[config.mk]
export PLATFORM = sky130hd
export DESIGN_NAME = wavelet_dec_stage
export DESIGN_NICKNAME = d
export VERILOG_FILES = /design/src/rtl/wavdec_pkg.sv /design/src/rtl/wavelet_dec_stage_round_sat.sv /design/src/rtl/wavelet_dec_stage.sv
export SDC_FILE = /design/constraint.sdc
export NUM_CORES = 1
export LEC_CHECK = 0
export CORE_AREA = 2 2 403 405
export DETAILED_ROUTE_END_ITERATION = 10
export DIE_AREA = 0 0 405 407
export SKIP_CTS_REPAIR_TIMING = 1
export SLEW_MARGIN = 20
export SYNTH_ARGS = -nofsm -noshare
export SYNTH_HDL_FRONTEND = slang
export SYNTH_SLANG_ARGS = --single-unit
[constraint.sdc]
create_clock -name clk -period 1.3 [get_ports clk]
set_input_delay 0.26 -clock clk [delete_from_list [all_inputs] [get_ports clk]]
set_output_delay 0.26 -clock clk [all_outputs]
set_load 0.03 [all_outputs]
[src/rtl/wavdec_pkg.sv]
// Shared elaboration-time helpers for the wavelet decomposition stage:
// coefficient unpacking, QMF derivation and derived widths/latencies.
package wavdec_pkg;

    localparam int MAX_HBITS = 4096;

    function automatic int clog2(input int value);
        int r = 0;
        while ((1 << r) < value) r++;
        return r;
    endfunction

    // Sign-extends coefficient idx of a packed width-bit coefficient vector.
    function automatic logic signed [63:0] coef_extract(input logic [MAX_HBITS-1:0] vec,
                                                        input int idx, input int width);
        logic [MAX_HBITS-1:0] tmp;
        logic signed [63:0]   c;
        tmp = vec >> (idx * width);
        c   = signed'(tmp[63:0]);
        c   = c <<< (64 - width);
        return c >>> (64 - width);
    endfunction

    // Highpass tap k from the lowpass set: g[k] = (-1)^k * h[TAPS-1-k].
    function automatic logic signed [63:0] qmf_coef(input logic [MAX_HBITS-1:0] vec,
                                                    input int k, input int taps, input int width);
        logic signed [63:0] h;
        h = coef_extract(vec, taps - 1 - k, width);
        return (k % 2 == 1) ? -h : h;
    endfunction

    function automatic int calc_shift(input int in_frac, input int coef_frac, input int out_frac);
        return in_frac + coef_frac - out_frac;
    endfunction

    function automatic int calc_acc_w(input int data_w, input int coef_w, input int taps);
        return data_w + coef_w + clog2(taps);
    endfunction

    function automatic int calc_warm_beats(input int taps, input int n_in);
        return (taps - 1 + n_in - 1) / n_in;
    endfunction

endpackage

[src/rtl/wavelet_dec_stage_round_sat.sv]
// Per-lane round-half-up and clamp from the accumulator format to the output format.
module wavdec_round_sat #(
    parameter int ACC_W     = 44,
    parameter int SHIFT     = 0,
    parameter int OUT_WIDTH = 48
) (
    input  logic signed [ACC_W-1:0] acc_i,
    output logic [OUT_WIDTH-1:0]    value_o,
    output logic                    sat_o
);

    // Wide enough for the rounding add, the shifted range and both clamp limits.
    localparam int EW0 = (ACC_W + 1 > OUT_WIDTH) ? ACC_W + 1 : OUT_WIDTH;
    localparam int EW  = ((EW0 > SHIFT + 1) ? EW0 : SHIFT + 1) + 1;
    localparam logic signed [EW-1:0] ONE   = 1;
    localparam logic signed [EW-1:0] MAX_V = (ONE <<< (OUT_WIDTH - 1)) - ONE;
    localparam logic signed [EW-1:0] MIN_V = -(ONE <<< (OUT_WIDTH - 1));

    logic signed [EW-1:0] acc_ext;
    logic signed [EW-1:0] shifted;

    assign acc_ext = {{(EW - ACC_W){acc_i[ACC_W-1]}}, acc_i};

    if (SHIFT > 0) begin : g_round
        localparam logic signed [EW-1:0] HALF = ONE <<< (SHIFT - 1);
        assign shifted = (acc_ext + HALF) >>> SHIFT;
    end else begin : g_pass
        assign shifted = acc_ext;
    end

    always_comb begin
        sat_o   = 1'b0;
        value_o = shifted[OUT_WIDTH-1:0];
        if (shifted > MAX_V) begin
            value_o = MAX_V[OUT_WIDTH-1:0];
            sat_o   = 1'b1;
        end else if (shifted < MIN_V) begin
            value_o = MIN_V[OUT_WIDTH-1:0];
            sat_o   = 1'b1;
        end
    end

endmodule

[src/rtl/wavelet_dec_stage.sv]
// Polyphase single-level wavelet decomposition stage (multiply / sum / round-sat pipeline).
// Build with WAVDEC_DETAIL_EN defined to include the QMF detail branch; otherwise d_out is 0.
module wavelet_dec_stage
    import wavdec_pkg::*;
#(
    parameter int N_IN       = 16,
    parameter int TAPS       = 8,
    parameter int DATA_WIDTH = 16,
    parameter int IN_FRAC    = 0,
    parameter int COEF_WIDTH = 25,
    parameter int COEF_FRAC  = 23,
    parameter logic [TAPS*COEF_WIDTH-1:0] H_COEFS = '0,
    parameter int OUT_WIDTH  = 48,
    parameter int OUT_FRAC   = 23
) (
    input  logic                            clk,
    input  logic                            rst,
    input  logic                            clear,
    input  logic                            din_valid,
    input  logic [N_IN*DATA_WIDTH-1:0]      din,
    output logic                            dout_valid,
    output logic [(N_IN/2)*OUT_WIDTH-1:0]   a_out,
    output logic [(N_IN/2)*OUT_WIDTH-1:0]   d_out,
    output logic                            sat,
    output logic                            warm
);

    localparam int HALF_N     = N_IN / 2;
    localparam int HIST       = TAPS - 1;
    localparam int PROD_W     = DATA_WIDTH + COEF_WIDTH;
    localparam int ACC_W      = calc_acc_w(DATA_WIDTH, COEF_WIDTH, TAPS);
    localparam int SHIFT      = calc_shift(IN_FRAC, COEF_FRAC, OUT_FRAC);
    localparam int WARM_BEATS = calc_warm_beats(TAPS, N_IN);
    localparam int CNT_W      = clog2(WARM_BEATS + 1) + 1;
    localparam logic [CNT_W-1:0]     WARM_C = CNT_W'(WARM_BEATS);
    localparam logic [MAX_HBITS-1:0] H_EXT  = MAX_HBITS'(H_COEFS);

    if (N_IN % 2 != 0) begin : g_err_nin
        $error("wavelet_dec_stage: N_IN must be even");
    end
    if (TAPS % 2 != 0) begin : g_err_taps
        $error("wavelet_dec_stage: TAPS must be even");
    end
    if (SHIFT < 0) begin : g_err_frac
        $error("wavelet_dec_stage: OUT_FRAC exceeds IN_FRAC + COEF_FRAC");
    end
    if (TAPS * COEF_WIDTH > MAX_HBITS) begin : g_err_coef
        $error("wavelet_dec_stage: H_COEFS wider than supported");
    end

    genvar gi, gk;

    // Sample window: history (oldest first) followed by the current beat; x(n) = ext_w[HIST+n].
    logic signed [DATA_WIDTH-1:0] ext_w [HIST + N_IN];

    for (gi = 0; gi < N_IN; gi++) begin : g_din
        assign ext_w[HIST + gi] = din[gi*DATA_WIDTH +: DATA_WIDTH];
    end

    for (gi = 0; gi < HIST; gi++) begin : g_hist
        logic signed [DATA_WIDTH-1:0] hist_q;
        always_ff @(posedge clk) begin
            if (rst || clear)  hist_q <= '0;
            else if (din_valid) hist_q <= ext_w[N_IN + gi];
        end
        assign ext_w[gi] = hist_q;
    end

    logic [CNT_W-1:0] cnt_q, cnt_d;
    logic             accept_w;
    logic             v1_q, v2_q;

    always_comb begin
        cnt_d = cnt_q;
        if (din_valid && cnt_q != WARM_C) cnt_d = cnt_q + 1'b1;
    end

    assign accept_w = din_valid && !clear && (cnt_q == WARM_C);

    always_ff @(posedge clk) begin
        if (rst || clear) begin
            cnt_q <= '0;
            v1_q  <= 1'b0;
            v2_q  <= 1'b0;
        end else begin
            cnt_q <= cnt_d;
            v1_q  <= accept_w;
            v2_q  <= v1_q;
        end
    end

    logic [HALF_N*OUT_WIDTH-1:0] ra_all, rd_all;
    logic [HALF_N-1:0]           sat_a_w, sat_d_w;

    for (gi = 0; gi < HALF_N; gi++) begin : g_lane
        logic signed [ACC_W-1:0] psum_a_w [TAPS + 1];
        logic signed [ACC_W-1:0] acc_a_q;
        assign psum_a_w[0] = '0;
`ifdef WAVDEC_DETAIL_EN
        logic signed [ACC_W-1:0] psum_d_w [TAPS + 1];
        logic signed [ACC_W-1:0] acc_d_q;
        assign psum_d_w[0] = '0;
`endif
        for (gk = 0; gk < TAPS; gk++) begin : g_tap
            localparam logic signed [PROD_W-1:0] H_K = PROD_W'(coef_extract(H_EXT, gk, COEF_WIDTH));
            logic signed [PROD_W-1:0] prod_a_q;
            always_ff @(posedge clk) prod_a_q <= PROD_W'(ext_w[HIST + 2*gi - gk]) * H_K;
            assign psum_a_w[gk + 1] = psum_a_w[gk] + ACC_W'(prod_a_q);
`ifdef WAVDEC_DETAIL_EN
            localparam logic signed [PROD_W-1:0] G_K = PROD_W'(qmf_coef(H_EXT, gk, TAPS, COEF_WIDTH));
            logic signed [PROD_W-1:0] prod_d_q;
            always_ff @(posedge clk) prod_d_q <= PROD_W'(ext_w[HIST + 2*gi - gk]) * G_K;
            assign psum_d_w[gk + 1] = psum_d_w[gk] + ACC_W'(prod_d_q);
`endif
        end

        always_ff @(posedge clk) acc_a_q <= psum_a_w[TAPS];

        wavdec_round_sat #(.ACC_W(ACC_W), .SHIFT(SHIFT), .OUT_WIDTH(OUT_WIDTH)) u_rs_a (
            .acc_i   (acc_a_q),
            .value_o (ra_all[gi*OUT_WIDTH +: OUT_WIDTH]),
            .sat_o   (sat_a_w[gi])
        );
`ifdef WAVDEC_DETAIL_EN
        always_ff @(posedge clk) acc_d_q <= psum_d_w[TAPS];

        wavdec_round_sat #(.ACC_W(ACC_W), .SHIFT(SHIFT), .OUT_WIDTH(OUT_WIDTH)) u_rs_d (
            .acc_i   (acc_d_q),
            .value_o (rd_all[gi*OUT_WIDTH +: OUT_WIDTH]),
            .sat_o   (sat_d_w[gi])
        );
`else
        assign rd_all[gi*OUT_WIDTH +: OUT_WIDTH] = '0;
        assign sat_d_w[gi] = 1'b0;
`endif
    end

    logic                        dv_q, sat_q;
    logic [HALF_N*OUT_WIDTH-1:0] a_q, d_q;

    // Clear drops in-flight beats but leaves the last published coefficients in place.
    always_ff @(posedge clk) begin
        if (rst) begin
            dv_q  <= 1'b0;
            sat_q <= 1'b0;
            a_q   <= '0;
            d_q   <= '0;
        end else if (clear) begin
            dv_q  <= 1'b0;
            sat_q <= 1'b0;
        end else begin
            dv_q  <= v2_q;
            sat_q <= v2_q && (|sat_a_w || |sat_d_w);
            if (v2_q) begin
                a_q <= ra_all;
                d_q <= rd_all;
            end
        end
    end

    assign dout_valid = dv_q;
    assign sat        = sat_q;
    assign a_out      = a_q;
    assign d_out      = d_q;
    assign warm       = (cnt_q == WARM_C);

endmodule

==> results of run 1 <==
[logic make-up after synthesis]
family	after synthesis	synth area share, %
other cells	1	0.0629
flops	5	1.68
compound gates	1	0.252
xor+xnor	1	0.147
simple gates	7	0.818
fa+ha+maj	1	0.210
buf+inv	770	96.8
[layout make-up]
cell class	instances	area share (%)
multi-input cells	779	50.2
well taps	2160	45.4
flip-flops and latches	5	1.68
repair buffers	6	1.30
clock buffers	4	1.33
inverters	1	0.0631
[cell usage after synthesis, drive strengths merged]
master	number
nor2b	1
and3	1
nor2	2
inv	1
xnor2	1
a2111oi	1
and2	2
nor3	1
conb	1
dfxtp	5
ha	1
buf	769
[flip-flops by register name (all words and copies together) (netlist names)]
| signal | count |
|---|---|
| cnt_q | 2 |
| dout_valid | 1 |
| v1_q | 1 |
| v2_q | 1 |
[placed cells by master (no fill, tap or decap)]
| cell type | instances |
|---|---|
| sky130_fd_sc_hd__clkbuf_16 | 3 |
| sky130_fd_sc_hd__nor2b_4 | 1 |
| sky130_fd_sc_hd__nor2_2 | 1 |
| sky130_fd_sc_hd__conb_1 | 769 |
| sky130_fd_sc_hd__and3_2 | 1 |
| sky130_fd_sc_hd__buf_12 | 2 |
| sky130_fd_sc_hd__nor2_1 | 1 |
| sky130_fd_sc_hd__dfxtp_1 | 5 |
| sky130_fd_sc_hd__ha_4 | 1 |
| sky130_fd_sc_hd__buf_4 | 1 |
| sky130_fd_sc_hd__nor3_1 | 1 |
| sky130_fd_sc_hd__inv_1 | 1 |
| sky130_fd_sc_hd__and2_1 | 2 |
| sky130_fd_sc_hd__clkdlybuf4s50_1 | 3 |
| sky130_fd_sc_hd__clkbuf_1 | 1 |
| sky130_fd_sc_hd__a2111oi_2 | 1 |
| sky130_fd_sc_hd__xnor2_1 | 1 |
[per-stage QoR]
step	setup TNS (ps)	setup slack [ps]	total power [mW]	instance area, sq um	hold WS, ps
floorplan	0	91.5	4.86	8850	329
global placement	-80.3	-69.5	3.09	5860	409
detailed placement	-81.9	-80.0	3.09	5860	417
CTS	0	45.4	3.61	5940	426
global route	0	1.42	3.84	5950	438
finish	0	68.6	3.66	5950	422
[worst paths after layout]
path | depth (start not counted) | slack (ps) | from | end
worst max-delay path | 3 | 70 | cnt_q[1]$_SDFFE_PP0P_ | warm
worst min-delay path | 1 | 420 | v1_q$_SDFF_PP0_ | v2_q$_SDFF_PP0_
worst max register to register | 5 | 110 | cnt_q[1]$_SDFFE_PP0P_ | cnt_q[1]$_SDFFE_PP0P_
worst min register to register | 1 | 420 | v1_q$_SDFF_PP0_ | v2_q$_SDFF_PP0_
[power groups by stage]
stage | registers, mW | logic, mW | clock network [mW]
detailed placement | 0.163 | 2.93 | 0
global route | 0.162 | 3.15 | 0.530
global placement | 0.163 | 2.93 | 0
finish | 0.162 | 2.99 | 0.507
CTS | 0.161 | 2.93 | 0.521
floorplan | 0.162 | 4.70 | 0
[worst register-to-register path: cells and delay by family, from the launching register on]
family / cells / cell delay [ps]
AND/OR/NAND/NOR: 2 / 190
buffers and inverters: 1 / 80
AO/OA/AOI/OAI: 1 / 300
adder cells (fa/ha/maj): 1 / 190
flip-flops: 1 / 340
[metal layers]
layer / routed length [um] / global-route usage [%]
met5: 13 / 0
met1: 386 / 0.107
met3: 1560 / 0.310
met2: 2570 / 0.327
met4: 199 / 0.570
==> run summary, run 1 <==
The run finished with clean final reports. The H-tree depth is 1. The average wire per standard cell came out at 1.60 um. The number of max-slew violations in the final report was 0; the period utilization was 94.7%. The count of final hold-check violations came out at 0.

The floorplan step set the die height to 407 um. Across every metal layer, demand over resource in global routing totals 0.268%. The fraction of post-synthesis cell area in the top cell type by area came out at 96.8%.

For the count of pins on the block boundary, the log shows 1031. For the maximum number of pins on one net before global-route repair, the log shows 4. TritonCTS built the clock tree. The number of optimization iterations in the first detailed-route pass is 1, and the setup clock skew after layout is 0.672 ps. The filler cells instantiated in the layout total 19000. The tools report the number of antenna violations at the first check in global routing as 1. For this run, the number of Yosys warnings is 0. Relative to the synthesized area, the layout overhead comes to -0.315%. In this run, CTS created clock tree buffers numbering 3. For this run, the post-layout net count is 1057. For the final standard cell count with taps included and fillers excluded, the log shows 2955.

In the final layout, the multi-input gates occupy 2980 sq um. The tools report the number of library cell types mapped by synthesis as 13. The stage delay of the slowest cell on the critical path is 340 ps, and the post-DP HPWL is 4770 um. VDD sags by at most 0.000312 V. For the count of nets left with antenna violations after detail routing, the log shows 0.

In this run the standard cell core region covers 160000 sq um. Across the whole layout, storage elements account for 100 sq um. At the end of the flow the core is filled with cells to 3.71%. The repair_antennas step left the layout with diodes totalling 0. The run gives 2110 as the total via count after detailed routing.

The critical path in this run is classified as register to output pin. For this run, the top clock speed supported by timing is 812 MHz. Summing the sequential cell areas from Yosys gives 1.68% of the chip area.

Average cell area after synthesis: 7.59 sq um. Cells with a size suffix above 1 make up 1.38% of the layout. The number of max-cap violations is 0. The tools report the first-iteration detailed-routing DRC count as 0. Wire length reported by the detailed router: 4720 um. Setup repair after global routing left no endpoint under its margin. Of all nets on the critical path, the largest fanout is 3. The worst setup path is captured at an output pin. STA classifies the critical path startpoint as a register.

The proportion of total power due to net switching was 83.7%; the total of endpoints with negative setup slack in the final report was 0. In this run, synthesis produced a sequential element count of 5. For the required time reported for the critical path endpoint, the log shows 1040 ps. Summing every instance area after synthesis gives 5970 sq um. In this design, the largest share of critical-path delay is due to flip-flops. The first global-routing pass estimated 2440 um of wire. For this run the aggregate overflow at the end of global routing stands at 0. For the part of the total power dissipated in combinational logic, the log shows 81.7%. During placement, the flow inserted port buffers numbering 5. In this run the power density over the cells is 615 nW/um^2.

The run gives 4.4% as the power share of the sequential group. The time the final worst path needs with I/O delays and setup works out to 1230 ps. After clock tree synthesis, the clock-pin slew on the worst setup and hold paths is 30 ps. Standard-cell row count: 147. The run gives 13.9% as the clock network fraction of total power. The synthesized design spends more area on one cell type than any other, namely sky130_fd_sc_hd__buf_4. The count of buffering cells on the critical path with inverters included is 2, and the remaining routing DRC violations is 0. In this run the clock root is driven by a sky130_fd_sc_hd__clkbuf_16.

The worst-path cell with the longest stage delay was sky130_fd_sc_hd__dfxtp_1. The die width came out at 405 um. The signal on the critical path passes through inv_1 > ha_4 > buf_12. Data arrival at the endpoint of the critical path: 970 ps.

The run gives 2951 as the cell total after placement. The via count of the first global-routing pass came out at 410. For this configuration, the core starts out at a cell density of 3.72%. At the later pin of the worst-skew pair, clock insertion delay measures 230 ps. The path class of the tightest hold or removal check is register to register.

The run gives 786 as the gate count after technology mapping. The logs give 165000 sq um for the die footprint and 5 for the number of clock sinks. Sorting the synthesized cells by area gives the leading types as sky130_fd_sc_hd__buf_4 97%, sky130_fd_sc_hd__dfxtp_1 1.7%, sky130_fd_sc_hd__a2111oi_2 0.25%. In this run the static leakage power is 2.64 nW.

In the routed layout, each cell is associated on average with a via count of 0.714. The analysis attributes to net switching a power of 3.06 mW. The tools report the cell-internal power as 0.597 mW. The congestion estimate from routability-driven global placement came to 0.543. Counting along the longest clock path gives a buffer depth of 2.
(Power assumes the default switching activity.)
==> run 2, diff against run 1 <==
PLACE_DENSITY = 0.31   (was unset)
==> run 2 against run 1 <==
Compared with the run above: first-iteration DRC count grew 1; design area shrank 0.29%; highest routed layer unchanged; largest power group unchanged; die area is the same; wire length shrank 3.0%; largest cell class unchanged; fmax is essentially flat; critical endpoint unchanged; combinational power is essentially flat.
==> run summary, run 2 (synthesis gave the netlist of run 1 again) <==
In this run the static leakage power is 2.63 nW. The tools report the count of final hold-check violations as 0. VDD sags by at most 0.000306 V. For the routed metal-1 wirelength, the log shows 374 um. The count of nets left with antenna violations once routing finished came out at 0. Entering global routing, the biggest net connects 4 pins.

The worst setup path is launched from a register. The number of filler cells placed in the layout is 19000, and the clock-pin slew on the worst setup and hold paths is 30 ps. The logs give 5 for the number of clock sinks and 1031 for the count of pins on the block boundary. The critical path ends at warm. The vertical die dimension is 407 um, and the area of all placed cells without fillers is 5930 sq um. Relative to the synthesized area, the layout overhead comes to -0.608%. Layout cell share with drive strength beyond 1: 1.26%. The total global routing overflow came out at 0. Power spread over the standard cell area amounts to 615 nW/um^2.

The core area is 160000 sq um, and the fraction of the core area covered by cells at the end of the flow is 3.70%. Highest metal layer with signal wires: met5. For this run, the top clock speed supported by timing is 812 MHz. The total via count after detailed routing was 2116. The register with the most flip-flops in the layout has 2 of them.

Required time reported for the critical path endpoint: 1040 ps. The tools report the cell at the root of the clock tree as sky130_fd_sc_hd__clkbuf_16. Counting flops per register, the top entry is cnt_q. The run gives 5850 sq um as the placed cell area.

Routability-driven placement finished with a final weighted congestion of 0.540. Wire length reported by the detailed router: 4580 um. The tools report the data arrival at the endpoint of the critical path as 970 ps. The global-route usage over all layers is 0.227%.

The worst register-to-register path ends at cnt_q[1]$_SDFFE_PP0P_. The library cells used most frequently in the layout, excluding fill and tap cells, are 769 x sky130_fd_sc_hd__conb_1, 5 x sky130_fd_sc_hd__dfxtp_1, 3 x sky130_fd_sc_hd__clkbuf_16, 3 x sky130_fd_sc_hd__clkdlybuf4s50_1. The number of max-cap violations was 0; the total of endpoints with negative setup slack in the final report was 0. The initial utilization of the core area, before any placement, comes to 3.72%.

During placement, the flow inserted port buffers numbering 5. Measured in cells, the most critical reg-to-reg path has a length of 5. In this run the horizontal extent of the chip is 405 um. By startpoint and endpoint, the worst setup path is classified as register to output pin. Of the available clock period, the critical path in the final layout requires 94.7%.

For this run, design rule violations remaining after detail routing come to 0. The number of clock buffers added by TritonCTS is 3. Standard-cell row count: 147. Leaving out fill and tap cells, the most frequent cell in the layout is sky130_fd_sc_hd__conb_1. In the final routed layout, each cell accounts on average for 1.55 um. Start of the worst register-to-register path: cnt_q[1]$_SDFFE_PP0P_. Hold timing on the final database bottoms out at a slack of 420 ps. The run finished with clean final reports. TritonCTS built the clock tree.

The internal reg-to-reg setup slack was 110 ps; the H-tree depth was 1. Global-route wire length before repair: 2260 um. The first-iteration detailed-routing DRC count came out at 1. The type of the tightest min-delay check is register to register. The setup clock skew after layout was 1.28 ps. The floorplan step defined a die boundary enclosing 165000 sq um.

The logs give 0 for the number of max-slew violations in the final report and 230 ps for the insertion delay to the later sink of the worst-skew pair. Tracing the worst setup path back leads to its startpoint at cnt_q[0]$_SDFFE_PP0P_. After legalization and detailed placement, the total HPWL measured 4650 um. The kind of end point of the critical path is an output pin. Time the final worst path needs with I/O delays and setup: 1230 ps. The net count of the finished layout is 1056. The largest buffer count on any clock path was 2. The highest net fanout along the worst path was 3; the sum of met2 wire segment lengths after detailed routing was 2550 um. Setup repair after global routing left no endpoint under its margin. For the total length of routed met3 wires, the log shows 1480 um. The via count of the first global-routing pass was 416.

Before antenna repair, the detailed router went through 2 iterations. The via-per-instance ratio is 0.716, and the number of antenna violations at the first check in global routing is 1. The antenna cell count is 0.
## run 2: cell types whose count changed in the layout (fill, tap and decap cells not counted), sizes merged
cell,previous run,this run
buf,3,2
## run 2: worst min path at each step
stage | to | start | depth (start not counted) | slack (ps)
5_1_grt | dout_valid$_SDFF_PP0_ | v2_q$_SDFF_PP0_ | 1 | 440
3_3_place_gp | v2_q$_SDFF_PP0_ | v1_q$_SDFF_PP0_ | 1 | 410
6_report | v2_q$_SDFF_PP0_ | v1_q$_SDFF_PP0_ | 1 | 420
3_5_place_dp | v2_q$_SDFF_PP0_ | v1_q$_SDFF_PP0_ | 1 | 420
4_1_cts | v2_q$_SDFF_PP0_ | v1_q$_SDFF_PP0_ | 1 | 420
2_1_floorplan | cnt_q[1]$_SDFFE_PP0P_ | clear | 1 | 330
## run 2: area by class of cell
class | count | area (sq um) | share of cell area (%)
sequential | 5 | 100 | 1.69
tap | 2160 | 2700 | 45.6
multi-input combinational | 779 | 2970 | 50.2
clock buffer | 4 | 78.8 | 1.33
timing repair buffer | 5 | 70.1 | 1.18
inverter | 1 | 3.75 | 0.0633
## run 2: stage by stage
step / TNS [ps] / instances / setup slack, ps / power (mW)
4_1_cts: 0 / 2954 / 65.6 / 3.60
2_1_floorplan: 0 / 1554 / 91.5 / 4.86
5_1_grt: 0 / 2954 / 12.0 / 3.83
6_report: 0 / 2954 / 68.7 / 3.64
3_3_place_gp: -82.7 / 2950 / -82.7 / 3.09
3_5_place_dp: -90.7 / 2950 / -90.7 / 3.09
## run 2: worst max-delay path, stage by stage, from the launching register on
cell	delay, ps
sky130_fd_sc_hd__dfxtp_1	350
sky130_fd_sc_hd__ha_2	260
sky130_fd_sc_hd__buf_12	130
## run 2: power by group
group,total (mW),switching (mW),internal (mW)
combinational,2.98,2.95,0.0270
clock,0.502,0.0958,0.406
sequential,0.161,0.00245,0.158
total,3.64,3.05,0.591
## run 2: layer usage
| layer | global-route usage, % | vias up |
|---|---|---|
| met3 | 0.208 | 6 |
| met1 | 0.109 | 865 |
| met2 | 0.312 | 403 |
| li1 | - | 840 |
| met4 | 0.452 | 2 |
| met5 | 0 | - |
